==> src/rtl/uart_pkg.sv <==
// Shared types and default constants for the I/O-mapped UART transmitter.
package uart_pkg;

    localparam int DEF_CLKS_PER_BIT = 868;
    localparam int DEF_FIFO_DEPTH   = 4;

    typedef enum logic [1:0] {
        S_IDLE  = 2'd0,
        S_START = 2'd1,
        S_DATA  = 2'd2,
        S_STOP  = 2'd3
    } uart_state_e;

endpackage

==> src/rtl/byte_fifo.sv <==
// Byte FIFO ahead of the serialiser; accepts a push while full when a pop happens
// on the same edge. Storage is not reset, only pointers and count.
module byte_fifo
    import uart_pkg::*;
#(
    parameter  int DEPTH = DEF_FIFO_DEPTH,
    localparam int PTR_W = $clog2(DEPTH),
    localparam int CNT_W = $clog2(DEPTH + 1)
) (
    input  logic             CLK,
    input  logic             RST,
    input  logic             push,
    input  logic [7:0]       wdata,
    input  logic             pop,
    output logic [7:0]       rdata,
    output logic             full,
    output logic             empty,
    output logic [CNT_W-1:0] count
);

    logic [7:0]       mem [DEPTH];
    logic [PTR_W-1:0] wr_ptr_q, wr_ptr_d;
    logic [PTR_W-1:0] rd_ptr_q, rd_ptr_d;
    logic [CNT_W-1:0] count_q, count_d;
    logic             push_ok, pop_ok;

    assign full  = (count_q == CNT_W'(DEPTH));
    assign empty = (count_q == '0);
    assign count = count_q;
    assign rdata = mem[rd_ptr_q];

    always_comb begin
        pop_ok   = pop & ~empty;
        push_ok  = push & (~full | pop_ok);
        wr_ptr_d = wr_ptr_q;
        rd_ptr_d = rd_ptr_q;
        count_d  = count_q;
        // Pointers wrap naturally because DEPTH is a power of two.
        if (push_ok) wr_ptr_d = wr_ptr_q + PTR_W'(1);
        if (pop_ok)  rd_ptr_d = rd_ptr_q + PTR_W'(1);
        if (push_ok && !pop_ok) begin
            count_d = count_q + CNT_W'(1);
        end else if (pop_ok && !push_ok) begin
            count_d = count_q - CNT_W'(1);
        end
    end

    always_ff @(posedge CLK or posedge RST) begin
        if (RST) begin
            wr_ptr_q <= '0;
            rd_ptr_q <= '0;
            count_q  <= '0;
        end else begin
            wr_ptr_q <= wr_ptr_d;
            rd_ptr_q <= rd_ptr_d;
            count_q  <= count_d;
        end
    end

    always_ff @(posedge CLK) begin
        if (push_ok) mem[wr_ptr_q] <= wdata;
    end

endmodule

==> src/rtl/io_uart_tx.sv <==
// I/O-mapped 8N1 UART transmitter: write strobe feeds a byte FIFO, an FSM
// serialises LSB first with back-to-back frames and a sticky drop flag.
module io_uart_tx
    import uart_pkg::*;
#(
    parameter int CLKS_PER_BIT = DEF_CLKS_PER_BIT,
    parameter int FIFO_DEPTH   = DEF_FIFO_DEPTH
) (
    input  logic        CLK,
    input  logic        RST,
    input  logic        WE,
    input  logic [31:0] WD,
    output logic        TX,
    output logic        Busy,
    output logic        Full,
    output logic        Overflow
);

    localparam int          CNT_W     = $clog2(FIFO_DEPTH + 1);
    localparam logic [15:0] BAUD_LAST = 16'(CLKS_PER_BIT - 1);

    uart_state_e      state_q, state_d;
    logic [15:0]      baud_q, baud_d;
    logic [2:0]       bit_q, bit_d;
    logic [7:0]       shift_q, shift_d;
    logic             tx_q, tx_d;
    logic             overflow_q, overflow_d;
    logic             baud_end, pop;
    logic [7:0]       fifo_rdata;
    logic             fifo_full, fifo_empty;
    logic [CNT_W-1:0] fifo_count;
    logic             unused_wd_hi;

    assign unused_wd_hi = ^WD[31:8];

    byte_fifo #(
        .DEPTH (FIFO_DEPTH)
    ) u_fifo (
        .CLK   (CLK),
        .RST   (RST),
        .push  (WE),
        .wdata (WD[7:0]),
        .pop   (pop),
        .rdata (fifo_rdata),
        .full  (fifo_full),
        .empty (fifo_empty),
        .count (fifo_count)
    );

    assign baud_end = (baud_q == BAUD_LAST);

    always_comb begin
        state_d = state_q;
        baud_d  = baud_q;
        bit_d   = bit_q;
        shift_d = shift_q;
        pop     = 1'b0;
        unique case (state_q)
            S_IDLE: begin
                baud_d = '0;
                if (!fifo_empty) begin
                    pop     = 1'b1;
                    shift_d = fifo_rdata;
                    bit_d   = '0;
                    state_d = S_START;
                end
            end
            S_START: begin
                baud_d = baud_q + 16'd1;
                if (baud_end) begin
                    baud_d  = '0;
                    state_d = S_DATA;
                end
            end
            S_DATA: begin
                baud_d = baud_q + 16'd1;
                if (baud_end) begin
                    baud_d  = '0;
                    shift_d = {1'b0, shift_q[7:1]};
                    bit_d   = bit_q + 3'd1;
                    if (bit_q == 3'd7) state_d = S_STOP;
                end
            end
            S_STOP: begin
                baud_d = baud_q + 16'd1;
                if (baud_end) begin
                    baud_d = '0;
                    // Chain straight into the next start bit when data is waiting.
                    if (!fifo_empty) begin
                        pop     = 1'b1;
                        shift_d = fifo_rdata;
                        bit_d   = '0;
                        state_d = S_START;
                    end else begin
                        state_d = S_IDLE;
                    end
                end
            end
            default: state_d = S_IDLE;
        endcase

        // TX is registered from the next state so the line never glitches.
        tx_d = 1'b1;
        if (state_d == S_START) begin
            tx_d = 1'b0;
        end else if (state_d == S_DATA) begin
            tx_d = shift_d[0];
        end

        overflow_d = overflow_q | (WE & fifo_full & ~pop);
    end

    always_ff @(posedge CLK or posedge RST) begin
        if (RST) begin
            state_q    <= S_IDLE;
            baud_q     <= '0;
            bit_q      <= '0;
            tx_q       <= 1'b1;
            overflow_q <= 1'b0;
        end else begin
            state_q    <= state_d;
            baud_q     <= baud_d;
            bit_q      <= bit_d;
            tx_q       <= tx_d;
            overflow_q <= overflow_d;
        end
    end

    always_ff @(posedge CLK) begin
        shift_q <= shift_d;
    end

    assign TX       = tx_q;
    assign Busy     = (state_q != S_IDLE) | (fifo_count != '0);
    assign Full     = fifo_full;
    assign Overflow = overflow_q;

endmodule

==> config.mk <==
export PLATFORM = sky130hd
export DESIGN_NAME = io_uart_tx
export DESIGN_NICKNAME = d
export VERILOG_FILES = /design/src/rtl/uart_pkg.sv /design/src/rtl/byte_fifo.sv /design/src/rtl/io_uart_tx.sv
export SDC_FILE = /design/constraint.sdc
export NUM_CORES = 1
export LEC_CHECK = 0
export CAP_MARGIN = 20
export CORE_ASPECT_RATIO = 1.1
export CORE_MARGIN = 3
export CORE_UTILIZATION = 60
export DETAILED_ROUTE_END_ITERATION = 6
export HOLD_SLACK_MARGIN = 0.06
export PLACE_DENSITY = 0.85
export SYNTH_ARGS = -nofsm -noshare
export SYNTH_HDL_FRONTEND = slang
export SYNTH_SLANG_ARGS = --single-unit
==> constraint.sdc <==
create_clock -name CLK -period 7.4 [get_ports CLK]
set_clock_uncertainty 0.05 [all_clocks]
set_input_delay 1.48 -clock CLK [delete_from_list [all_inputs] [get_ports CLK]]
set_output_delay 1.48 -clock CLK [all_outputs]
set_load 0.03 [all_outputs]
==> summary.md, run 1 <==
| Metric | Value |
|---|---|
| Status | finished, final reports clean |
| Die ar. | around 6400 um2 |
| P_leak | 1.46 nW |
| Total gr overflow | 0 |
| Cell accounting for the most synthesized area | edfxtp_1 |
| Post-CTS Setup Bufs | 0 |
| Fin util | roughly 72% |
| Reg2reg start | state_q[1] |
| Max stage delay on crit path | 670 ps |
| Critical path data arrival time | 2190 ps |
| Syn Area/Cell | 13.3 um2 |
| DP Wirelength | 3760 um |
| Vias in the first global route | 1952 |
| Worst flop-to-flop path endpoint | u_fifo.count[2] |
| Share of cells above drive strength 1 | 14.5% |
| GPL Wtd Cong | 0.861 |
| Area Growth Syn to Fin | 13.3% |
| Worst Tran Pin Value | between 900 and 1000 ps |
| Worst rel slew slack | 34.2% |
| Initial antenna violation count | 0 |
| Via count | 1940 |
| DRT Pass-1 Iters | 4 |
| Maximum VDD drop | approximately 0.00024 V |
| Drt via density | approximately 5.7 |
| Ys flop type | edfxtp_1 |
| Final net count | 313 |
| Post-synth cell types | 47 |
| Count of input and output buffers | 14 |
| Min Hold Slack | roughly 440 ps |
| Global-route wire length before repair | 9490 um |
| Post-synthesis sequential element count | 70 |
| Critical path buffers and inverters | 1 |
| Critical path's slowest cell | nor3_1 |
| RSZ-0062 raised after global routing | no |
| Worst-case reg-to-reg path depth | 11 |
| CP Cell Sequence | nor3_1, nand2_1, clkdlybuf4s50_1 |
| Hold Crit Start | Overflow |
| Num CTS Buffers | 9 |
| Fill count | 351 |
| Num rows | 27 |
| Critical path depth | 3 |
| Gr usage total | 19.4% |
| FF-to-FF setup slack | 4240 ps |
| Worst Hold Path Cells | 1 |
| Clk slew on worst S/H paths | 70 ps |
| Post-synth top area share | 35.9% |
| Wire length per cell | approximately 16 um |
| Largest net degree at the start of global routing | 18 |
| Max cap viols | 0 |
| # clock sinks | 70 |
| Hold endpoint | Overflow |
| Final worst setup slack | 3680 ps |
| Longest Clk Path Bufs | 2 |
| Drt total wl | 5460 um |
| Post-Syn Area | 3270 um2 |
| Top-count cell post-synth | edfxtp_1 |
| Shortest period the worst path allows | 3720 ps |
| Hold/Removal Path Class | reg -> reg |
| H-tree levels | 3 |
| Syn nets | 295 |
| Total Power | 0.991 mW |
| Crit Path Category | reg -> out |
| Non-Filler Instances | 341 |
| Setup crit end kind | primary output |
| Worst setup SP type | flop |
| WP data required | 5870 ps |
| Io pins | 39 |
| Seq/Total Area, Yosys | about three fifths |
| Root buffer cell | clkbuf_8 |
| Hold_buf cts | 0 |
| Cell Pwr Density | 268 nW/um2 |
| Post-route cell area | 3700 um2 |
| Synth cell count leaders | edfxtp_1, dfrtp_1, nor2_1 |
| Setup TNS Final | 0 ps |
| Ys Warns | 0 |
| Async S/R FF share, synth | 42.9% |
| Fmax | 269 MHz |
| Worst slack, placed | ~4000 ps |
| Area after DPL | 3480 um2 |
| Top Family by Delay on Critical Path | simple AND/OR/NAND/NOR gates |
| Dpl cells | 325 |
| Crit-path max FO | 5 |
| Starting DRT DRC Count | 130 |
| Initial Util | 63.6% |
| Die Ht | 83.4 um |
| Post-DRT Antenna Nets | 0 |
| Die X | 76.3 um |
| Post-synth EDFFs | 39 |
| Final hold vios | 0 |
| Clk_lat worst skew | 330 ps |
| Core Footprint | roughly 5100 um2 |
| CTS tree | yes |
| Fin crit share | 50.3% |
| Synth Instances | 246 |
| Drc violations | 0 |
| CTS resizes | 0 |
| Synth top area cells | edfxtp_1, dfrtp_1, mux4_2 |
| Final setup vio count | 0 |
| Antenna diode instance count | 0 |
| Max-slew violations | 0 |
## power by group
| group | leakage [nW] | total, mW | switching (mW) | internal [mW] |
|---|---|---|---|---|
| Clock | 0.106 | 0.334 | 0.143 | 0.191 |
| Sequential | 0.746 | 0.494 | 0.0263 | 0.468 |
| Combinational | 0.605 | 0.163 | 0.0882 | 0.0748 |
## cell type report
class,instances,area [um2],share of cell area (%)
inverters,12,45.0,1.22
clock buffers,9,124,3.35
repair buffers,15,168,4.53
well taps,72,90.1,2.43
clock inverters,7,97.6,2.64
flip-flops and latches,70,1940,52.5
multi-input cells,156,1230,33.3
## flip-flops by register name, indices dropped and copies added (netlist names), 2 cells and up
register         flops
baud_q              16
bit_q                3
shift_q              8
state_q              2
u_fifo.count         3
u_fifo.mem          32
u_fifo.rd_ptr_q      2
u_fifo.wr_ptr_q      2
## layer usage
metal  global-route usage [%]  part of all wire (%)
met3                     6.18                   4.2
met5                        0                     0
met1                     26.3                    46
met4                     7.25                   1.7
met2                     29.6                    48
## worst max-delay path by stage
stage,start,to,slack (ps)
6_report,u_fifo.count[0],Busy,3680
3_5_place_dp,WE,u_fifo.count[2],4040
5_1_grt,u_fifo.count[0],Busy,3610
4_1_cts,u_fifo.count[0],Busy,3690
2_1_floorplan,WE,u_fifo.count[2],4690
3_3_place_gp,u_fifo.count[0],Busy,4080
## placed cells by master, fill, tap and decap left out, drive strengths merged, types with 3 or more instances in the layout
cell	instances
edfxtp	39
nor3	3
o21ai	5
mux2i	8
nor4	4
mux4	8
nand2	24
nor2	26
and4	3
dfrtp	29
xnor2	8
nand3	8
o2bb2ai	6
ha	13
clkdlybuf4s50	14
clkbuf	9
and2	4
inv	13
xor2	12
## cells by family (layout without fill, tap and decap cells)
kind of cell	after synthesis	after routing	synth area share, %
adder cells (fa/ha/maj)	14	14	5.59
flip-flops	70	70	59.5
XOR/XNOR	20	20	5.36
AND/OR/NAND/NOR	81	81	12.5
buffers and inverters	20	43	2.76
AO/OA/AOI/OAI	23	23	5.56
multiplexers	18	18	8.77
Note: power is estimated with default switching activity, not from simulation.
==> run 2, diff against run 1 <==
CORE_UTILIZATION = 50   (was 60)
PLACE_DENSITY = 0.76   (was 0.85)
clock period = 3 ns   (was 7.4 ns; I/O delays follow)
==> run 2 against run 1 <==
Global-route usage fell by 4.1 points. Register-to-register slack got worse by 4000 ps. Final cell count rose by 4.1%. Critical endpoint is now u_fifo.count[2]. Highest routed layer unchanged.
==> summary.md, run 2 (synthesis results as in run 1) <==
| Metric | Value |
|---|---|
| Status | finished, final reports clean |
| Share of cells above drive strength 1 | 16.4% (+1.9 points) |
| GPL Wtd Cong | 0.825 (-4.2%) |
| Min Hold Slack | 433 ps (-5.80 ps) |
| Final net count | 319 (+1.9%) |
| Fill count | 484 (+38%) |
| Global routing's busiest layer | met2 |
| Fmax | 367 MHz |
| Max reg flops | 32 (unchanged) |
| Area Growth Syn to Fin | 13.2% |
| Shortest period the worst path allows | 2730 ps |
| Die Ht | 90.8 um (+8.9%) |
| Fin util | 59.0% (-13 points) |
| Grt met2 use | 23.4% (-6.2 points) |
| Total gr overflow | 0 (unchanged) |
| Largest registers | u_fifo.mem (32), baud_q (16), shift_q (8) |
| Final hold vios | 0 (unchanged) |
| Antenna diode instance count | 0 (unchanged) |
| Count of input and output buffers | 14 (unchanged) |
| Cell Pwr Density | 629 nW/um2 (+130%) |
| Max cap viols | 0 (unchanged) |
| Drt total wl | 5310 um (-2.8%) |
| Worst flop-to-flop path endpoint | u_fifo.count[2] |
| Hold Crit Start | baud_q[0] |
| P_leak | 1.46 nW (+0.41%) |
| Initial Util | 52.1% (-12 points) |
| Initial antenna violation count | 0 (unchanged) |
| CTS resizes | 0 (unchanged) |
| Starting DRT DRC Count | 82 (-37%) |
| Longest Clk Path Bufs | 2 (unchanged) |
| Wire length per cell | 15.0 um (-6.6%) |
| WP data required | 3220 ps (-2650 ps) |
| Worst Hold Path Cells | 1 (unchanged) |
| Num rows | 30 (+11%) |
| Hold/Removal Path Class | reg -> reg |
| Setup crit end kind | flop |
| Clk slew on worst S/H paths | 80 ps (about the same) |
| Maximum VDD drop | 0.000474 V (+100%) |
| Num CTS Buffers | 9 (unchanged) |
| FF-to-FF setup slack | 270 ps (-3970 ps) |
| DRT Pass-1 Iters | 4 (unchanged) |
| M1 GR Usage | 21.1% (-5.2 points) |
| Gr usage total | 15.3% (-4.1 points) |
| Setup TNS Final | 0 ps (unchanged) |
| Crit Path Category | reg -> reg |
| Critical path data arrival time | 2950 ps (+760 ps) |
| Final setup vio count | 0 (unchanged) |
| Clk_lat worst skew | 340 ps (about the same) |
| Reg2reg start | baud_q[0] |
| DP Wirelength | 3620 um (-3.8%) |
| # clock sinks | 70 (unchanged) |
| Commonest non-fill, non-tap cell in the layout | edfxtp_1 |
| Vias in the first global route | 1912 (-2.0%) |
| Io pins | 39 (unchanged) |
| H-tree levels | 3 (unchanged) |
| Fin crit share | 90.9% |
| Core Footprint | 6270 um2 (+22%) |
| RSZ-0062 raised after global routing | no |
| Crit-path max FO | 4 (-1) |
| Die X | 83.1 um (+8.8%) |
| CTS tree | yes |
| Post-DRT Antenna Nets | 0 (unchanged) |
| GRT met3 Usage | 4.65% (-1.5 points) |
| Max-slew violations | 0 (unchanged) |
| Most frequent cells in the layout | edfxtp_1, dfrtp_1, nor2_1 |
| Worst-case reg-to-reg path depth | 11 (unchanged) |
| Via count | 1910 (-1.5%) |
| Drt via density | 5.38 (-5.4%) |
| Hold endpoint | baud_q[0] |
| Worst setup SP type | flop |
| Reg with most FFs | u_fifo.mem |
| Worst rel slew slack | 31.6% (-2.6 points) |
| Root buffer cell | clkbuf_8 |
| Die ar. | 7540 um2 (+18%) |
| Largest net degree at the start of global routing | 31 (+13) |
| Global-route wire length before repair | 9160 um (-3.5%) |
| Drc violations | 0 (unchanged) |
| Worst Tran Pin Value | 1020 ps (+38.8 ps) |
run 2: timing repair:
item                       in CTS  in global routing
hold buffers                    0                  0
setup endpoints to repair       0                  1
buffers inserted                0                  0
run 2: final cells by class:
| cell class | count | area (um2) | area share [%] |
|---|---|---|---|
| flip-flops and latches | 70 | 1940 | 52.6 |
| multi-input cells | 156 | 1230 | 33.3 |
| repair buffers | 21 | 193 | 5.21 |
| clock buffers | 9 | 124 | 3.35 |
| well taps | 80 | 100 | 2.71 |
| clock inverters | 7 | 58.8 | 1.59 |
| inverters | 12 | 45.0 | 1.22 |
run 2: worst max-delay path: stages (launching register included):
cell	delay [ps]
dfrtp_1	390
ha_1	240
nor4bb_1	310
a41oi_1	200
nor3_2	280
o21a_4	180
ha_1	160
inv_1	60
fa_1	370
xor2_1	150
nor2_1	110
xor2_1	150
run 2: how the worst max path moves through the flow:
| stage | endpoint | cells after the start | from |
|---|---|---|---|
| after CTS | u_fifo.count[2] | 11 | baud_q[0] |
| after floorplan | u_fifo.count[2] | 11 | state_q[1] |
| final | u_fifo.count[2] | 11 | baud_q[0] |
| after global placement | u_fifo.count[2] | 11 | baud_q[0] |
| after global routing | u_fifo.count[2] | 11 | baud_q[0] |
| after detailed placement | u_fifo.count[2] | 11 | baud_q[0] |
run 2: layer usage:
layer  routed length [um]  part of all wire (%)
met4                   68                   1.3
met1                 2550                    48
met5                    0                     0
met3                  184                   3.5
met2                 2500                    47
run 2: stage by stage:
stage               cells  total power, mW  cell area (um2)  setup slack, ps
global route          355             2.45             3700             5.98
floorplan             246             1.51             3270              343
detailed placement    339             1.64             3510              203
global placement      339             1.62             3510              291
finish                355             2.32             3700              273
CTS                   355             2.35             3700              186
run 2: power by group:
| part | internal [mW] | total (mW) | switching [mW] | leakage, nW |
|---|---|---|---|---|
| Sequential | 1.15 | 1.22 | 0.0631 | 0.746 |
| Clock | 0.314 | 0.706 | 0.392 | 0.0877 |
| Combinational | 0.189 | 0.401 | 0.212 | 0.629 |
